**src/rtl/piho_pkg.sv**
```systemverilog
// Shared types and constants for the piho result collector.
// Latency: n/a (declarations only).
// Backpressure: n/a.
package piho_pkg;

  localparam int         RECORD_W      = 128;
  localparam int         FRAME_BYTES   = 18;
  localparam int         PAYLOAD_BYTES = 16;
  localparam logic [7:0] SYNC_DEFAULT  = 8'hA5;

  typedef enum logic [1:0] {
    ST_IDLE = 2'd0,
    ST_HDR  = 2'd1,
    ST_DATA = 2'd2,
    ST_CSUM = 2'd3
  } ser_state_t;

  // looptimes sits in the low bits so the payload shifts out little-endian
  // in frame order: looptimes, first, last, x2sum.
  typedef struct packed {
    logic [31:0] x2sum;
    logic [31:0] last;
    logic [31:0] first;
    logic [31:0] looptimes;
  } record_t;

endpackage

```
**src/rtl/piho_record_fifo.sv**
```systemverilog
// Synchronous record FIFO with occupancy count.
// Latency: pushed entry visible at the head the cycle after push.
// Backpressure: push ignored when full unless a pop happens the same cycle.
module piho_record_fifo #(
  parameter int WIDTH = 128,
  parameter int DEPTH = 4,
  localparam int AW = $clog2(DEPTH)
) (
  input  logic             clk,
  input  logic             rst,
  input  logic             push,
  input  logic [WIDTH-1:0] push_dat,
  input  logic             pop,
  output logic [WIDTH-1:0] pop_dat,
  output logic             full,
  output logic             empty,
  output logic [AW:0]      level
);

  logic [WIDTH-1:0] mem [DEPTH];
  logic [AW:0]      wr_ptr;
  logic [AW:0]      rd_ptr;
  logic             do_push;
  logic             do_pop;

  assign level   = wr_ptr - rd_ptr;
  assign full    = (level == (AW+1)'(DEPTH));
  assign empty   = (level == '0);
  assign do_pop  = pop & ~empty;
  assign do_push = push & (~full | do_pop);
  assign pop_dat = mem[rd_ptr[AW-1:0]];

  // Pointer advance; the extra MSB distinguishes full from empty.
  always_ff @(posedge clk or negedge rst) begin
    if (!rst) begin
      wr_ptr <= '0;
      rd_ptr <= '0;
    end else begin
      if (do_push) wr_ptr <= wr_ptr + 1'b1;
      if (do_pop)  rd_ptr <= rd_ptr + 1'b1;
    end
  end

  // Storage write; when full with a pop, the slot written is the one being read out.
  always_ff @(posedge clk) begin
    if (do_push) mem[wr_ptr[AW-1:0]] <= push_dat;
  end

endmodule

```
**src/rtl/piho_result_collector.sv**
```systemverilog
// Captures piho_unit results on finish rising edge and streams them as 18-byte checksummed frames.
// Latency: capture -> header byte valid in 2 cycles when idle and empty; one idle bubble between frames.
// Backpressure: out_valid/out_data held until out_ready; records arriving to a full FIFO are dropped (sticky overflow).
// Optional: PIHO_RESULT_COLLECTOR_ACCUM_EN adds clr_acc, x2acc and acc_count.
module piho_result_collector
  import piho_pkg::*;
#(
  parameter int         DEPTH     = 4,
  parameter logic [7:0] SYNC_BYTE = SYNC_DEFAULT,
  localparam int        LW        = $clog2(DEPTH) + 1
) (
  input  logic          clk,
  input  logic          rst,
  input  logic          finish,
  input  logic [31:0]   looptimes,
  input  logic [31:0]   first,
  input  logic [31:0]   last,
  input  logic [31:0]   x2sum,
`ifdef PIHO_RESULT_COLLECTOR_ACCUM_EN
  input  logic          clr_acc,
  output logic [63:0]   x2acc,
  output logic [31:0]   acc_count,
`endif
  output logic [7:0]    out_data,
  output logic          out_valid,
  input  logic          out_ready,
  output logic [LW-1:0] fifo_level,
  output logic          overflow,
  output logic [15:0]   frames_sent,
  output logic          busy
);

  logic                finish_d;
  logic                capture;
  record_t             rec_in;
  logic [RECORD_W-1:0] rec_out;
  logic                fifo_full;
  logic                fifo_empty;
  logic                pop;
  logic                hs;
  ser_state_t          state;
  logic [RECORD_W-1:0] shreg;
  logic [7:0]          csum;
  logic [7:0]          csum_next;
  logic [3:0]          idx;

  assign capture          = finish & ~finish_d;
  assign rec_in.looptimes = looptimes;
  assign rec_in.first     = first;
  assign rec_in.last      = last;
  assign rec_in.x2sum     = x2sum;
  assign pop              = (state == ST_IDLE) & ~fifo_empty;
  assign hs               = out_valid & out_ready;
  assign csum_next        = csum + out_data;
  assign busy             = (state != ST_IDLE);

  piho_record_fifo #(
    .WIDTH (RECORD_W),
    .DEPTH (DEPTH)
  ) u_fifo (
    .clk      (clk),
    .rst      (rst),
    .push     (capture),
    .push_dat (rec_in),
    .pop      (pop),
    .pop_dat  (rec_out),
    .full     (fifo_full),
    .empty    (fifo_empty),
    .level    (fifo_level)
  );

  // Edge detect history and sticky drop flag (drop only when no pop frees a slot).
  always_ff @(posedge clk or negedge rst) begin
    if (!rst) begin
      finish_d <= 1'b0;
      overflow <= 1'b0;
    end else begin
      finish_d <= finish;
      if (capture && fifo_full && !pop) overflow <= 1'b1;
    end
  end

  // Frame serializer: outputs are registered so they stay stable across stalls.
  always_ff @(posedge clk or negedge rst) begin
    if (!rst) begin
      state       <= ST_IDLE;
      shreg       <= '0;
      csum        <= '0;
      idx         <= '0;
      out_data    <= '0;
      out_valid   <= 1'b0;
      frames_sent <= '0;
    end else begin
      case (state)
        ST_IDLE: begin
          if (pop) begin
            shreg     <= rec_out;
            csum      <= '0;
            out_data  <= SYNC_BYTE;
            out_valid <= 1'b1;
            state     <= ST_HDR;
          end
        end
        ST_HDR: begin
          if (hs) begin
            csum     <= SYNC_BYTE;
            idx      <= '0;
            out_data <= shreg[7:0];
            shreg    <= shreg >> 8;
            state    <= ST_DATA;
          end
        end
        ST_DATA: begin
          if (hs) begin
            csum <= csum_next;
            idx  <= idx + 4'd1;
            if (idx == 4'(PAYLOAD_BYTES - 1)) begin
              out_data <= ~csum_next;
              state    <= ST_CSUM;
            end else begin
              out_data <= shreg[7:0];
              shreg    <= shreg >> 8;
            end
          end
        end
        ST_CSUM: begin
          if (hs) begin
            frames_sent <= frames_sent + 16'd1;
            out_data    <= '0;
            out_valid   <= 1'b0;
            state       <= ST_IDLE;
          end
        end
        default: begin
          out_valid <= 1'b0;
          state     <= ST_IDLE;
        end
      endcase
    end
  end

`ifdef PIHO_RESULT_COLLECTOR_ACCUM_EN
  // Running x2sum total over every capture, dropped records included.
  always_ff @(posedge clk or negedge rst) begin
    if (!rst) begin
      x2acc     <= '0;
      acc_count <= '0;
    end else if (clr_acc) begin
      x2acc     <= capture ? {32'd0, x2sum} : 64'd0;
      acc_count <= capture ? 32'd1 : 32'd0;
    end else if (capture) begin
      x2acc     <= x2acc + {32'd0, x2sum};
      acc_count <= acc_count + 32'd1;
    end
  end
`endif

endmodule
```
**config.mk**
```make
export PLATFORM = sky130hd
export DESIGN_NAME = piho_result_collector
export DESIGN_NICKNAME = d
export VERILOG_FILES = /design/src/rtl/piho_pkg.sv /design/src/rtl/piho_record_fifo.sv /design/src/rtl/piho_result_collector.sv
export SDC_FILE = /design/constraint.sdc
export NUM_CORES = 1
export LEC_CHECK = 0
export BUFFER_PORTS_ARGS = -buffer_cell sky130_fd_sc_hd__buf_4
export CORE_ASPECT_RATIO = 2
export CORE_MARGIN = 5
export CORE_UTILIZATION = 35
export CTS_BUF_LIST = sky130_fd_sc_hd__clkbuf_8
export DETAILED_ROUTE_END_ITERATION = 12
export MAX_ROUTING_LAYER = met4
export PLACE_DENSITY_LB_ADDON = 0.12
export SETUP_SLACK_MARGIN = 0.1
export SLEW_MARGIN = 15
export SYNTH_ARGS = -nofsm -noshare
export SYNTH_HDL_FRONTEND = slang
export SYNTH_SLANG_ARGS = --single-unit
```
**constraint.sdc**
```tcl
create_clock -name clk -period 7.6 [get_ports clk]
set_clock_uncertainty 0.2 [all_clocks]
set_input_delay 0.76 -clock clk [delete_from_list [all_inputs] [get_ports clk]]
set_output_delay 0.76 -clock clk [all_outputs]
set_load 0.01 [all_outputs]
```
After elaboration in Yosys (flattened, before gate mapping)
Memories as Yosys holds them, arrays and structs flattened.
Index checks and enable logic that the tools add are counted.
{"block": "word_totals", "word_cells": 84, "mem_bits_rw": 512, "input_bits": 132, "ff_bits": 175, "memories": 1, "out_inout_bits": 30}
{"block": "op_classes", "eq_ne": 11, "n_mux": 29, "n_reduce_logical": 16, "n_bitwise": 10, "n_addsub": 6}
{"name": "u_fifo.mem", "depth": 4, "width": 128, "read_ports": 1, "rd_clocked_by_memory_dff": 0, "wr": 1, "line_no": "piho_record_fifo.sv:20", "text": "logic [WIDTH-1:0] mem [DEPTH];"}
{"op": "$mux 128", "n": 4}
{"op": "$pmux 128 s3", "n": 1}
{"op": "$mux 8", "n": 8}
{"op": "$pmux 8 s4", "n": 1}
{"op": "$pmux 8 s3", "n": 1}
{"op": "$add 16x1->16 const B", "n": 1}
{"op": "$ne 2x2->1 const B", "n": 6}
{"op": "$mux 2", "n": 5}
{"op": "$reduce_and 5->1", "n": 2}
{"op": "$add 8x8->8", "n": 1}
{"op": "$mux 4", "n": 2}
{"op": "$not 8->8", "n": 1}
{"op": "$pmux 2 s4", "n": 1}
{"op": "$pmux 4 s2", "n": 1}
{"op": "$reduce_and 4->1", "n": 2}
{"op": "$add 3x1->3 const B", "n": 2}
{"op": "$reduce_and 3->1", "n": 2}
{"op": "$reduce_bool 2->1", "n": 3}
{"op": "$and 1x1->1", "n": 5}
{"op": "$add 4x1->4 const B", "n": 1}
{"op": "$eq 2x2->1 const B", "n": 2}
{"op": "$eq 4x4->1 const B", "n": 1}
{"op": "$mux 1", "n": 4}
{"op": "$eq 3x3->1 const B", "n": 1}
{"op": "11 further kinds", "n": 14}

Logic depth before layout (Yosys ltp)
Gate-level depths: netlist (run 1).
{"block": "logic_depth", "depth_word": 9, "ltp_mapped": 12, "depth_no_buf": 8}

Cells and area by module
A second synthesis (run 1) with hierarchy kept.
{"block": "unflattened", "cells_unflattened": 1494, "area_unflattened_um2": 26922.1}
{"module": "piho_record_fifo", "area_each_um2": 18886.9, "seq_area_each_um2": 15524.9, "n_inst": 1, "cells_each": 711}
{"module": "piho_result_collector", "area_each_um2": 8035.2, "seq_area_each_um2": 4229.1, "n_inst": 1, "cells_each": 783}

Worst setup path after synthesis (run 1)
No wires, ideal clock.
{"block": "synth_path", "kind": "flip-flop to flip-flop", "startpoint": "register u_fifo.wr_ptr[0]", "endpoint": "memory u_fifo.mem[3][0], enable pin", "setup_time_ns": 0.504, "period_less_slack_ns": 5.506, "path_stages_with_launch": 8, "path_buffers": 0, "t_required_ns": 6.896, "setup_slack_ns": 2.094, "t_arrival_ns": 4.802, "path_cell_list": "dfrtp_1 -> inv_1 -> ha_1 -> fa_1 -> xor3_1 -> nor3b_1 -> nor3b_2 -> and2_1"}
{"block": "synth_between", "elab_chain_cells": 9, "elab_cells_between_ends": 11, "classes_between": "add/sub: 1; eq/ne: 1; mux: 2; bitwise: 6; reduce/logical: 1"}
{"item": "start: declaration", "line_no": "piho_record_fifo.sv:21", "text": "logic [AW:0] wr_ptr;"}
{"item": "start signal: assignment", "line_no": "piho_record_fifo.sv:39", "text": "if (do_push) wr_ptr <= wr_ptr + 1'b1;"}
{"item": "$sub 3x3->3 *", "line_no": "piho_record_fifo.sv:26", "text": "assign level = wr_ptr - rd_ptr;"}
{"item": "net fifo_level[2]", "line_no": "piho_result_collector.sv:27", "text": "output logic [LW-1:0] fifo_level,"}
{"item": "$logic_not 3->1", "line_no": "piho_record_fifo.sv:28", "text": "assign empty = (level == '0);"}
{"item": "$not 1->1", "line_no": "piho_record_fifo.sv:29, piho_result_collector.sv:52"}
{"item": "$and 1x1->1", "line_no": "piho_result_collector.sv:52", "text": "assign pop = (state == ST_IDLE) & ~fifo_empty;"}
{"item": "$and 1x1->1", "line_no": "piho_record_fifo.sv:29", "text": "assign do_pop = pop & ~empty;"}
{"item": "$or 1x1->1 *", "line_no": "piho_record_fifo.sv:30", "text": "assign do_push = push & (~full | do_pop);"}
{"item": "$and 1x1->1 *", "line_no": "piho_record_fifo.sv:30"}
{"item": "$mux 1 *", "line_no": "piho_record_fifo.sv:46", "text": "if (do_push) mem[wr_ptr[AW-1:0]] <= push_dat;"}
{"item": "$mux 1 (not written as such) *", "line_no": "piho_record_fifo.sv:46"}
{"item": "end: declaration", "line_no": "piho_record_fifo.sv:20"}
The timed path passes the listed nets; every way through them passes the cells marked *.

Worst setup path in the final report (run 1)
{"block": "layout_path", "startpoint": "register u_fifo.rd_ptr[0]", "endpoint": "memory u_fifo.mem[2][54], enable pin"}
{"block": "layout_between", "elab_chain_cells": 9, "elab_cells_between_ends": 11, "classes_between": "add/sub: 1; eq/ne: 1; mux: 2; bitwise: 6; reduce/logical: 1"}
{"item": "start: declaration", "line_no": "piho_record_fifo.sv:22", "text": "logic [AW:0] rd_ptr;"}
{"item": "start signal: assignment", "line_no": "piho_record_fifo.sv:40", "text": "if (do_pop) rd_ptr <= rd_ptr + 1'b1;"}
{"item": "$sub 3x3->3 *", "line_no": "piho_record_fifo.sv:26"}
{"item": "$logic_not 3->1", "line_no": "piho_record_fifo.sv:28"}
{"item": "$not 1->1", "line_no": "piho_record_fifo.sv:29, piho_result_collector.sv:52"}
{"item": "$and 1x1->1", "line_no": "piho_result_collector.sv:52"}
{"item": "$and 1x1->1", "line_no": "piho_record_fifo.sv:29"}
{"item": "$or 1x1->1 *", "line_no": "piho_record_fifo.sv:30"}
{"item": "$and 1x1->1 *", "line_no": "piho_record_fifo.sv:30"}
{"item": "$mux 1 *", "line_no": "piho_record_fifo.sv:46"}
{"item": "$mux 1 (not written as such) *", "line_no": "piho_record_fifo.sv:46"}
Mark *: on every way between the ends. The rest lies on a longest branch, timed or not.

==> results_dict.tcl, run 1 <==
set metrics [dict create \
    p_leak_nw 12.1 \
    fin_area_mm2 0.0323 \
    hold_viol 0 \
    antenna_found_initial 14 \
    place_area_mm2 0.0291 \
    critPathBufInv 1 \
    synth_warnings 0 \
    p_int_mw 8.00 \
    overflow 0 \
    ctsLongestPathBuffers 3 \
    status "finished clean" \
    cp_max_fo 73 \
    post-route-period-util 0.567 \
    clkPwrFrac 0.231 \
    worst-setup-path-type "reg2reg" \
    portBuffers 161 \
    grt_pass1_vias 15634 \
    fp.dieW_um 206 \
    combPwrFrac 0.333 \
    htree_num_levels 3 \
    worstPathCellList "ha_1 > fa_1 > xor3_1 > nor3b_1 > nor3b_2 > and2_4 > buf_12" \
    setup_slack_ns 3.29 \
    cts-root-buf "clkbuf_8" \
    sw_frac_of_total 0.339 \
    min_period_ns 4.31 \
    total_power_mw 12.1 \
    place_congestion 0.762 \
    post-dp-hpwl_mm 36.7 \
    hold_class "in2reg" \
    layout.cells.non_filler 2926 \
    cts_buffers 100 \
    worst_pin_slew_ns 1.02 \
    viasPerCell 4.76 \
    ios 162 \
    path_delay_family "simple AND/OR/NAND/NOR gates" \
    routed-via-count 13926 \
    slew_viol_final 0 \
    peakVddDrop_uv 403 \
    min_from "out_ready" \
    synth_nets 1634 \
    wl_per_cell_um 21.3 \
    max_clock_freq_mhz 232 \
    area_growth_pct 20.7 \
    end_kind "register" \
    p_per_area_mw_per_mm2 374 \
    cts.sinks 687 \
    seqPwrFrac 0.436 \
    slew_headroom 0.322 \
    postSynthAreaPerCell_um2 18.1 \
    post_cts_buffers 0 \
    core_area_mm2 0.0759 \
    slowest_stage "and2_4" \
    start_util 0.353 \
    ant_nets 0 \
    power_switching_mw 4.10 \
    drc_errors 0 \
    fin_nets 1965 \
    layout-drive-gt1-share 0.235 \
    drtPass1Iterations 4 \
    setup_tns_ns 0 \
    cts_tree "yes" \
    num_rows 143 \
    drtIter0Drc 693 \
    place_ws_ns 3.20 \
    rsz0062_at_grt "false" \
    synth.distinct_cells 51 \
    synth_edf_count 512 \
    ys_seq_area_frac 0.738 \
    critPathArrivalTime_ns 4.44 \
    setup_viol 0 \
    clk_pin_slew_ns 0.07 \
    grt_pass1_wl_mm 96.1 \
    wl_mm 62.4 \
    post-route-util 0.426 \
    whs_ns 0.206 \
    grt_max_degree 153 \
    die_area_mm2 0.0825 \
    cp_slowest_stage_delay_ns 0.88 \
    synthCells 1481 \
    drv_cap 0 \
    timing.rr.start "u_fifo.rd_ptr[0]$_DFFE_PN0P_" \
    die_h_um 401 \
    post_cts_resized 0 \
    required_ns 7.72 \
    grt_usage 0.159 \
    netlist_area_mm2 0.0268 \
    worstSkewPairLatency_ns 0.71 \
    dp.cells 2595 \
    ys.flop_type "edfxtp_1" \
    startpoint "u_fifo.rd_ptr[0]$_DFFE_PN0P_" \
    synth_async_sr_flop_share 0.255 \
    ys_ff_latch 687 \
    crit_path_start_kind "register" \
]
final timing paths:
check	endpoint	slack (ns)	cells after the start
hold / removal	out_valid$_DFFE_PN0P_	0.21	4
min in group asynchronous	shreg[96]$_DFFE_PN0P_	0.53	2
max in group asynchronous	shreg[26]$_DFFE_PN0P_	5.03	3
hold reg to reg	frames_sent[15]$_DFFE_PN0P_	0.27	1
setup / recovery	u_fifo.mem[2][54]$_DFFE_PP_	3.29	7
setup reg to reg	u_fifo.mem[2][54]$_DFFE_PP_	3.29	7
Yosys cell counts, types with 2 or more instances:
library cell,n,area (um2)
dfrtp_1,175,4380
or2_2,3,18.8
and2_1,5,31.3
fa_1,2,40.0
nor2_1,23,86.3
or3_1,2,12.5
a21oi_1,9,45.0
a221o_1,2,20.0
a22o_1,3,26.3
nand2_1,160,601
nand3_1,14,70.1
mux2i_1,122,1220
xor2_1,11,96.3
xnor2_1,13,114
mux2_2,2,22.5
a21o_1,5,37.5
buf_6,7,78.8
nor2b_1,4,25.0
ha_1,19,238
nor3_1,4,20.0
clkbuf_1,45,169
o21ai_1,11,55.1
o211ai_1,3,22.5
inv_1,13,48.8
o21a_1,3,22.5
buf_2,22,110
nand4_1,3,18.8
edfxtp_1,512,15400
and3_1,2,12.5
o21ai_0,131,656
a211oi_1,4,30.0
mux4_2,128,2880
sequential cells by signal, indices dropped and copies added, names as in the netlist:
| register | cells |
|---|---|
| state | 2 |
| frames_sent | 16 |
| out_data | 8 |
| idx | 4 |
| out_valid | 1 |
| u_fifo.rd_ptr | 3 |
| u_fifo.wr_ptr | 3 |
| u_fifo.mem | 512 |
| overflow | 1 |
| finish_d | 1 |
| shreg | 128 |
| csum | 8 |
final cells by class:
cell class                      instances  area, um2
Inverter                               14       60.1
Tap cell                             1015       1270
Sequential cell                       687      19800
Timing Repair Buffer                  304       2680
Clock buffer                          113       1560
Multi-Input combinational cell        705       6610
Clock inverter                         76        343
Fill cell                            6956      43600
Antenna cell                           12       30.0
power by group through the flow:
stage          clock (mW)  sequential (mW)  combinational (mW)
3_3_place_gp            0             5.35                4.07
2_1_floorplan           0             5.16                3.08
3_5_place_dp            0             5.38                4.11
6_report             2.79             5.27                4.03
4_1_cts              2.92             5.30                4.18
5_1_grt              3.07             5.37                4.50
worst register-to-register path, stage by stage, from the launching register on:
cell and delay, ns:
dfrtp_4 0.71, ha_1 0.32, fa_1 0.37, xor3_1 0.27
nor3b_1 0.20, nor3b_2 0.40, and2_4 0.88, buf_12 0.54
kinds of logic (layout without fill, tap and decap cells):
family | Yosys count | in the layout | share of synthesized area
compound gates | 182 | 182 | 0.0380
xor+xnor | 25 | 25 | 0.00874
simple gates | 225 | 225 | 0.0354
mux | 252 | 252 | 0.154
other cells | 0 | 12 | 0
flops | 687 | 687 | 0.738
buf+inv | 89 | 507 | 0.0155
fa+ha+maj | 21 | 21 | 0.0104
cell usage in the layout, fill, tap and decap left out, types with 2 or more instances in the layout:
master           n
o21ai_0        131
nor3_1           4
mux4_2         128
dlygate4sd3_1  130
dfrtp_1        173
a21oi_1          9
a21o_1           5
diode_2         12
clkinv_2        10
xnor2_1         13
clkinv_1        12
o21ai_1         11
buf_12           5
a221o_1          2
nand2_1        160
ha_1            19
o21a_1           3
mux2i_1        122
or3_1            2
or2_2            3
nand3_1         14
dfrtp_4          2
clkbuf_8       113
xor2_1          11
and2_4           4
and3_1           2
nor2b_1          4
clkinvlp_4       3
o211ai_1         3
buf_4          168
a22o_1           3
mux2_2           2
inv_1           62
nand4_1          3
fa_1             2
a211oi_1         4
inv_8            2
nor2_1          23
edfxtp_1       512
routing by layer:
metal,vias up,global-route usage,share of wire
li1,6420,-,-
met2,261,0.278,0.54
met1,7154,0.184,0.40
met4,0,0.0473,0.022
met5,-,-,0
met3,91,0.0305,0.039
repair_timing:
| action | CTS | global route |
|---|---|---|
| endpoints found under the hold margin | 618 | 0 |
| hold buffers | 130 | 0 |
| setup endpoints to repair | 0 | 0 |
No activity file was read; power rests on OpenSTA's default activity.
==> run 2: changes to the inputs <==
==> constraint.sdc (replaced) <==
create_clock -name clk -period 4.1 [get_ports clk]
set_clock_uncertainty 0.2 [all_clocks]
set_input_delay 0.41 -clock clk [delete_from_list [all_inputs] [get_ports clk]]
set_output_delay 0.41 -clock clk [all_outputs]
set_load 0.01 [all_outputs]
==> run 2 against run 1 <==
Final cell count is 0.31% higher. Critical path type unchanged. Worst setup slack worse by 2.6 ns. Combinational power is 95% higher. Global-route usage is 0.58 points higher. Count of clock-buffer cells in the layout is 3 lower. First-iteration DRC count is 7.9% lower. Core utilization is 0.41 points higher.
==> results_dict.tcl, run 2 (synthesis results as in run 1) <==
set metrics [dict create \
    top_layer "met4" \
    grt_max_degree 131 \
    grt_usage 0.164 \
    rsz0062_at_grt "false" \
    fp.dieW_um 206 \
    place_area_mm2 0.0294 \
    layout-drive-gt1-share 0.244 \
    slowest_stage "and2_4" \
    worst_pin_slew_ns 0.927 \
    drtIter0Drc 638 \
    final_cell_mix "512 x edfxtp_1, 173 x dfrtp_1, 168 x buf_4" \
    peakVddDrop_uv 675 \
    die_h_um 401 \
    post_cts_resized 0 \
    fin_nets 1979 \
    layout.cells.non_filler 2935 \
    wl_mm 64.6 \
    ctsLongestPathBuffers 3 \
    path_delay_family "simple AND/OR/NAND/NOR gates" \
    hold_viol 0 \
    worstPathCellList "inv_1 > ha_1 > fa_1 > xor3_1 > nor3b_1 > nor3b_2 > and2_4 > buf_12" \
    post_cts_buffers 0 \
    antenna_found_initial 10 \
    cp_max_fo 52 \
    final-seq-area_mm2 0.0198 \
    wl_per_cell_um 22.0 \
    dr_wl_met3_mm 2.62 \
    cts-root-buf "clkbuf_8" \
    cts.sinks 687 \
    die_area_mm2 0.0825 \
    drv_cap 0 \
    grt_pass1_wl_mm 99.1 \
    ios 162 \
    multi_input_area_mm2 0.00661 \
    slew_viol_final 0 \
    cts_buffers 99 \
    end_kind "register" \
    status "finished clean" \
    clk_pin_slew_ns 0.06 \
    grt_pass1_vias 15677 \
    setup_tns_ns 0 \
    start_util 0.353 \
    total_power_mw 22.8 \
    hold_class "in2async" \
    wl_met2_mm 34.6 \
    largest_register_ffs 512 \
    htree_num_levels 3 \
    final_common_cell "edfxtp_1" \
    required_ns 4.26 \
    drtPass1Iterations 4 \
    setup_viol 0 \
    min_period_ns 3.39 \
    drt-met1-wl_mm 25.8 \
    drc_errors 0 \
    max_clock_freq_mhz 295 \
    cts_tree "yes" \
    core_area_mm2 0.0759 \
    cp_slowest_stage_delay_ns 0.43 \
    post-route-period-util 0.828 \
    overflow 0 \
    critPathBufInv 2 \
    place_congestion 0.770 \
    num_rows 143 \
    worst-setup-path-type "reg2reg" \
    p_per_area_mw_per_mm2 698 \
    portBuffers 161 \
    fin_area_mm2 0.0326 \
    routed-via-count 14165 \
    viasPerCell 4.83 \
    worstSkewPairLatency_ns 0.72 \
    critPathArrivalTime_ns 3.56 \
    nFillCells 6928 \
    slew_headroom 0.382 \
    area_growth_pct 21.8 \
    ant_nets 0 \
    crit_path_start_kind "register" \
    dp.cells 2609 \
    post-dp-hpwl_mm 39.1 \
    p_leak_nw 12.2 \
]
==> run 2: cell count changes in the layout (fill, tap and decap cells not counted), sizes merged <==
cell	previous run	this run
buf	174	188
bufinv	1	3
clkbuf	113	110
clkinv	22	28
clkinvlp	3	4
diode	12	10
dlygate4sd3	130	131
inv	64	54
==> run 2: layout make-up <==
class / count / area share
inverter: 14 / 0.00184
timing repair buffer: 319 / 0.0910
antenna: 10 / 0.000767
tap: 1015 / 0.0389
multi-input combinational: 705 / 0.203
clock buffer: 110 / 0.0464
sequential: 687 / 0.606
clock inverter: 75 / 0.0125
==> run 2: power breakdown <==
part / internal (mW) / switching (mW) / total (mW)
registers: 8.94 / 0.701 / 9.64
clock network: 2.66 / 2.62 / 5.28
logic: 3.47 / 4.38 / 7.85
total: 15.1 / 7.69 / 22.8
==> run 2: metal layers <==
| metal | GRT usage | vias up |
|---|---|---|
| li1 | - | 6456 |
| met1 | 0.194 | 7336 |
| met2 | 0.283 | 280 |
| met3 | 0.0311 | 93 |
| met4 | 0.0526 | 0 |
| met5 | - | - |
==> run 2: worst paths after layout <==
kind                       slack [ns]                          end                    startpoint  depth (start not counted)
hold reg to reg                  0.28        shreg[62]$_DFFE_PN0P_         shreg[62]$_DFFE_PN0P_                          2
max in group asynchronous        2.49       shreg[111]$_DFFE_PN0P_                           rst                          3
setup reg to reg                 0.71  u_fifo.mem[0][62]$_DFFE_PP_  u_fifo.wr_ptr[0]$_DFFE_PN0P_                          8
setup / recovery                 0.71  u_fifo.mem[0][62]$_DFFE_PP_  u_fifo.wr_ptr[0]$_DFFE_PN0P_                          8
min in group clk                 0.21           finish_d$_DFF_PN0_                        finish                          2
hold / removal                    0.1   frames_sent[3]$_DFFE_PN0P_                           rst                          2
==> run 2: timing repair <==
action / CTS / global route
hold endpoints to repair: 602 / 0
hold buffers: 131 / 0
endpoints found under the setup margin: 0 / 0
==> run 2: through the flow <==
stage	utilization	hold slack, ns	worst slack (ns)
6_report	0.430	0.0991	0.707
5_1_grt	0.430	0.111	0.542
4_1_cts	0.430	0.0251	0.655
3_5_place_dp	0.387	0.269	0.694
3_3_place_gp	0.387	0.260	0.755
2_1_floorplan	-	-0.0856	0.0224
